<file path="src/rtl/axi_ds_slave_model_fifo.sv">
// Generic synchronous FIFO with registered occupancy; a push is visible at the head the next cycle.
// Push is ignored when full and pop is ignored when empty.
module axi_model_sync_fifo #(
    parameter type         T         = logic,
    parameter int unsigned DepthBits = 3
) (
    input  logic                 clk_i,
    input  logic                 rst_ni,
    input  logic                 i_push,
    input  logic                 i_pop,
    input  T                     i_dat,
    output T                     o_head,
    output logic                 o_empty,
    output logic                 o_full,
    output logic [DepthBits:0]   o_count
);

    localparam int unsigned Depth = 1 << DepthBits;

    T                     r_mem [Depth];
    logic [DepthBits-1:0] r_wr_ptr;
    logic [DepthBits-1:0] r_rd_ptr;
    logic [DepthBits:0]   r_count;
    logic                 w_push;
    logic                 w_pop;

    assign o_empty = (r_count == '0);
    assign o_full  = (r_count == (DepthBits+1)'(Depth));
    assign o_count = r_count;
    assign o_head  = r_mem[r_rd_ptr];
    assign w_push  = i_push && !o_full;
    assign w_pop   = i_pop && !o_empty;

    always_ff @(posedge clk_i or negedge rst_ni) begin
        if (!rst_ni) begin
            r_wr_ptr <= '0;
            r_rd_ptr <= '0;
            r_count  <= '0;
        end else begin
            if (w_push) r_wr_ptr <= r_wr_ptr + 1'b1;
            if (w_pop)  r_rd_ptr <= r_rd_ptr + 1'b1;
            r_count <= r_count + (DepthBits+1)'(w_push) - (DepthBits+1)'(w_pop);
        end
    end

    // Storage carries no reset: contents are only observed behind a non-empty count.
    always_ff @(posedge clk_i) begin
        if (w_push) r_mem[r_wr_ptr] <= i_dat;
    end

endmodule

</file>
<file path="config.mk">
export PLATFORM = sky130hd
export DESIGN_NAME = axi_model_sync_fifo
export DESIGN_NICKNAME = d
export VERILOG_FILES = /design/src/rtl/axi_ds_slave_model_fifo.sv
export SDC_FILE = /design/constraint.sdc
export NUM_CORES = 1
export LEC_CHECK = 0
export BUFFER_PORTS_ARGS = -buffer_cell sky130_fd_sc_hd__buf_2
export CORE_UTILIZATION = 46
export CTS_CLUSTER_SIZE = 8
export DETAILED_ROUTE_END_ITERATION = 6
export GPL_TIMING_DRIVEN = 0
export PLACE_DENSITY_LB_ADDON = 0.08
export SYNTH_ARGS = -nofsm -noshare
export SYNTH_HDL_FRONTEND = slang
export SYNTH_SLANG_ARGS = --single-unit
export TNS_END_PERCENT = 30
</file>
<file path="constraint.sdc">
create_clock -name clk_i -period 4.23 [get_ports clk_i]
set_clock_uncertainty 0.05 [all_clocks]
set_input_delay 0.2115 -clock clk_i [delete_from_list [all_inputs] [get_ports clk_i]]
set_output_delay 0.2115 -clock clk_i [all_outputs]
set_load 0.005 [all_outputs]
</file>
# Word level (Yosys, flattened, before mapping)
# Memory sizes are Yosys's and may differ from the RTL's.
# Cells that the tools add are included.
# word_totals
n_memories	1
ramBits	8
output_inout_bits	7
word_cells	16
in_bits	5
register_bits	10
# classes
eq_ne	1
reduce_logical	5
n_mux	2
add_sub_neg	4
# mem_list
memory	depth	word_bits	read_ports	rd_ports_with_merged_regs	write_ports	line_no	text
r_mem	8	1	1	0	1	20	T r_mem [Depth];
# op_table
operator	n
adder 3 x 1 -> 3 bit (second input constant)	2
adder 4 x 1 -> 4 bit	1
== test 4 bit (second input constant)	1
zero test 4 bit	1
subtractor 4 x 1 -> 4 bit	1
logical AND 1 bit	2
zero test 1 bit	2
2-to-1 mux 1 bit	2

# Longest topological paths before layout
# depth
depth_word	5
ltp_mapped	11
depth_no_buf	11

# Worst setup path before layout
# No wires, ideal clock.
# synth_timing
kind	reg-to-reg
start	register r_count[2] (netlist: o_count[2])
end	register r_count[2] (netlist: o_count[2])
slack_ns	1.924
t_arrival_ns	2.134
stages_incl_launch_ff	12
setup_ns	0.123
required_time_ns	4.057
period_less_slack_ns	2.306
path_buffers	0
cell_sequence	dfrtp_1 > inv_1 > ha_1 > nor3b_1 > nand2b_1 > inv_1 > ha_1 > inv_1 > ha_1 > inv_1 > fa_1 > xnor2_1
# synth_via
elab_cells_between_ends	8
classes_between	add/sub (2); eq/ne (1); reduce/logical (5)
# synth_lines
item	line_no	text
from (decl)	23	logic [DepthBits:0] r_count;
from (signal assigned)	42	r_count <= r_count + (DepthBits+1)'(w_push) - (DepthBits+1)'(w_pop);
zero test 4 bit	27	assign o_empty = (r_count == '0);
net o_empty	13	output logic o_empty,
zero test 1 bit	32	assign w_pop = i_pop && !o_empty;
logical AND 1 bit	32	
net w_pop	25	logic w_pop;
subtractor 4 x 1 -> 4 bit	42	
# The timed path passes the listed nets, and every way through them passes these cells.
# A chain may end at the register's enable or synchronous reset.

# Worst setup path in the final report
# layout_timing
start	register r_count[2] (netlist: o_count[2])
end	register r_count[2] (netlist: o_count[2])
# layout_via
elab_cells_between_ends	8
classes_between	add/sub (2); eq/ne (1); reduce/logical (5)
# layout_lines
item	line_no
zero test 4 bit	27
zero test 1 bit	32
logical AND 1 bit	32
net w_pop	25
subtractor 4 x 1 -> 4 bit	42
# The timed path passes the listed nets, and every way through them passes these cells.

==> impl_metrics.tcl <==
set metrics [dict create \
    synth_area_um2 898 \
    place_area_um2 985 \
    ctsHoldBuffers 1 \
    end_kind "flip-flop" \
    clockBufferDepth 2 \
    tns_ns 0 \
    grt_max_degree 11 \
    max_slew_margin 0.739 \
    drt-initial-drc-count 3 \
    period_minus_slack_ns 2.47 \
    place.gp.congestion 0.712 \
    area_growth_pct 13.6 \
    die_h_um 46.2 \
    layout_commonest_cell "buf_2" \
    cap_violations 0 \
    cts_buffers 3 \
    finalWirelength_um 1230 \
    synth.avg_cell_area_um2 13.2 \
    drc 0 \
    dpl.hpwl_um 938 \
    drtPass1Iterations 4 \
    ctsResizeCount 0 \
    cp-start-kind "flip-flop" \
    area.sequential_um2 490 \
    rsz0062_at_grt "no" \
    ys_ff_latch 18 \
    muxShareOfSynthArea 0.0961 \
    min_period_over_period 0.584 \
    worstMarginPinSlew_ns 0.390 \
    r2r.worst_path.cells 11 \
    p_leak_nw 0.466 \
    antenna_left 0 \
    clk_latency_ns 0.28 \
    core_mm2 0.00178 \
    hp-start "i_dat" \
    std_cell_rows 15 \
    r2r_slack_ns 1.76 \
    stdcell_count 109 \
    grt_usage 0.142 \
    cts-htree-levels 1 \
    drive_gt1_frac 0.226 \
    final_cell_mix "buf_2 (11), dfrtp_1 (10), inv_1 (9)" \
    clock_sinks 18 \
    netlist.area_leader.share 0.279 \
    synth_top_family_by_area "adder cells" \
    antenna_found_initial 0 \
    avgViaCountPerCell 4.92 \
    ys_seq_area_frac 0.546 \
    r2r_start "o_count[2]$_DFF_PN0_" \
    route.vias.total 536 \
    hold_viol 0 \
    yosys_warnings 0 \
    syn-num-nets 82 \
    setup_violations 0 \
    grt_pass1_vias 466 \
    synth_top_cell_by_area "dfrtp_1" \
    ys_types 20 \
    outcome "finished clean" \
    critPathMaxFanout 3 \
    hold_depth 1 \
    report.final.slew_viol_count 0 \
    synth-simple-area-share 0.114 \
    n_fill_cell 148 \
    hold_class "input pin to flip-flop" \
    final_area_mm2 0.00102 \
    clk_pin_slew_ns 0.10 \
    wire_per_inst_um 11.3 \
    synth-compound-area-share 0.0139 \
    io_buffers 11 \
    insertedDiodeCount 0 \
    finalPower_mw 0.676 \
    multi_input_area_um2 374 \
    grt_overflow_total 0 \
    grt_pass1_wl_um 1950 \
    io_pins 12 \
    whs_endpoint "r_mem[6]$_DFFE_PP_" \
    start_util 0.504 \
    dp_cells 104 \
    timing.fmax_mhz 405 \
    r2r-end "o_count[2]$_DFF_PN0_" \
    setup_slack_ns 1.76 \
    whs_ns 0.155 \
    critPathKind "flip-flop to flip-flop" \
    chipWidth_um 46.2 \
    cts_root_buf "clkbuf_4" \
    crit_arrival_ns 2.60 \
    fin_util 0.573 \
    power_density_mw_per_mm2 662 \
    cts_tree "yes" \
    post_cts_buffers 0 \
    die_area_mm2 0.00213 \
    netlist_instances 68 \
    synth.area.top_cells "dfrtp_1 (28%), edfxtp_1 (27%), ha_1 (11%)" \
    nets 99 \
    synth_xor_area_frac 0.0585 \
    ir_drop_mv 0.395 \
    post-place-ws_ns 1.77 \
    synth_fa_ha_area_frac 0.134 \
    cp.required_ns 4.36 \
]
==> cells by family (layout without fill, tap and decap cells) <==
kind of cell    after synthesis  count (layout)
compound gates                2               2
simple gates                 19              19
mux                           5               5
fa+ha+maj                     9               9
buf+inv                       9              25
xor+xnor                      6               6
flops                        18              18
==> per-layer routing <==
layer | global-route usage | share of wire | up-vias
met5 | 0 | 0 | -
li1 | - | - | 271
met2 | 0.217 | 0.44 | 16
met3 | 0.0235 | 0.040 | 2
met4 | 0.124 | 0.015 | 0
met1 | 0.170 | 0.50 | 247
==> critical path, stage by stage, from the launching register on <==
cell      delay, ns
dfrtp_1        0.38
inv_1          0.10
ha_1           0.15
nor3b_1        0.35
nand2b_1       0.23
inv_1          0.06
ha_1           0.26
inv_1          0.06
ha_1           0.15
inv_1          0.05
fa_1           0.39
xnor2_1        0.14
==> Yosys cell counts <==
library cell / number
xnor2_1: 4
or3b_4: 1
nand2_1: 2
mux4_1: 2
mux2_2: 3
a21o_1: 1
edfxtp_1: 8
nand3_1: 2
nand2b_1: 3
fa_1: 1
ha_1: 8
nor3_1: 4
nor4_1: 1
nand2_2: 1
inv_1: 9
xor2_1: 2
a21oi_1: 1
nor3b_1: 1
nor2_1: 4
dfrtp_1: 10
==> where the power goes <==
| part | leakage [nW] | switching (mW) | internal [mW] |
|---|---|---|---|
| logic | 0.261 | 0.122 | 0.156 |
| registers | 0.189 | 0.0660 | 0.249 |
| clock network | 0.0154 | 0.0487 | 0.0342 |
==> how the worst max path moves through the flow <==
stage,startpoint,to,slack (ns),cells past startpoint
2_1_floorplan,o_count[2]$_DFF_PN0_,o_count[2]$_DFF_PN0_,1.92,11
3_3_place_gp,o_count[2]$_DFF_PN0_,o_count[2]$_DFF_PN0_,1.81,11
3_5_place_dp,o_count[2]$_DFF_PN0_,o_count[2]$_DFF_PN0_,1.77,11
4_1_cts,o_count[2]$_DFF_PN0_,o_count[2]$_DFF_PN0_,1.74,11
5_1_grt,o_count[2]$_DFF_PN0_,o_count[2]$_DFF_PN0_,1.57,11
6_report,o_count[2]$_DFF_PN0_,o_count[2]$_DFF_PN0_,1.76,11
==> flip-flops by register name, summed over array words and instances (netlist names) <==
name      count
r_mem         8
o_count       4
r_rd_ptr      3
r_wr_ptr      3
==> cell type report <==
| cell class | instances | area share |
|---|---|---|
| repair buffers | 12 | 0.0637 |
| flip-flops and latches | 18 | 0.480 |
| multi-input cells | 41 | 0.366 |
| well taps | 25 | 0.0306 |
| clock inverters | 1 | 0.00368 |
| clock buffers | 3 | 0.0221 |
| inverters | 9 | 0.0331 |
Power figures use the tool's default switching activity.
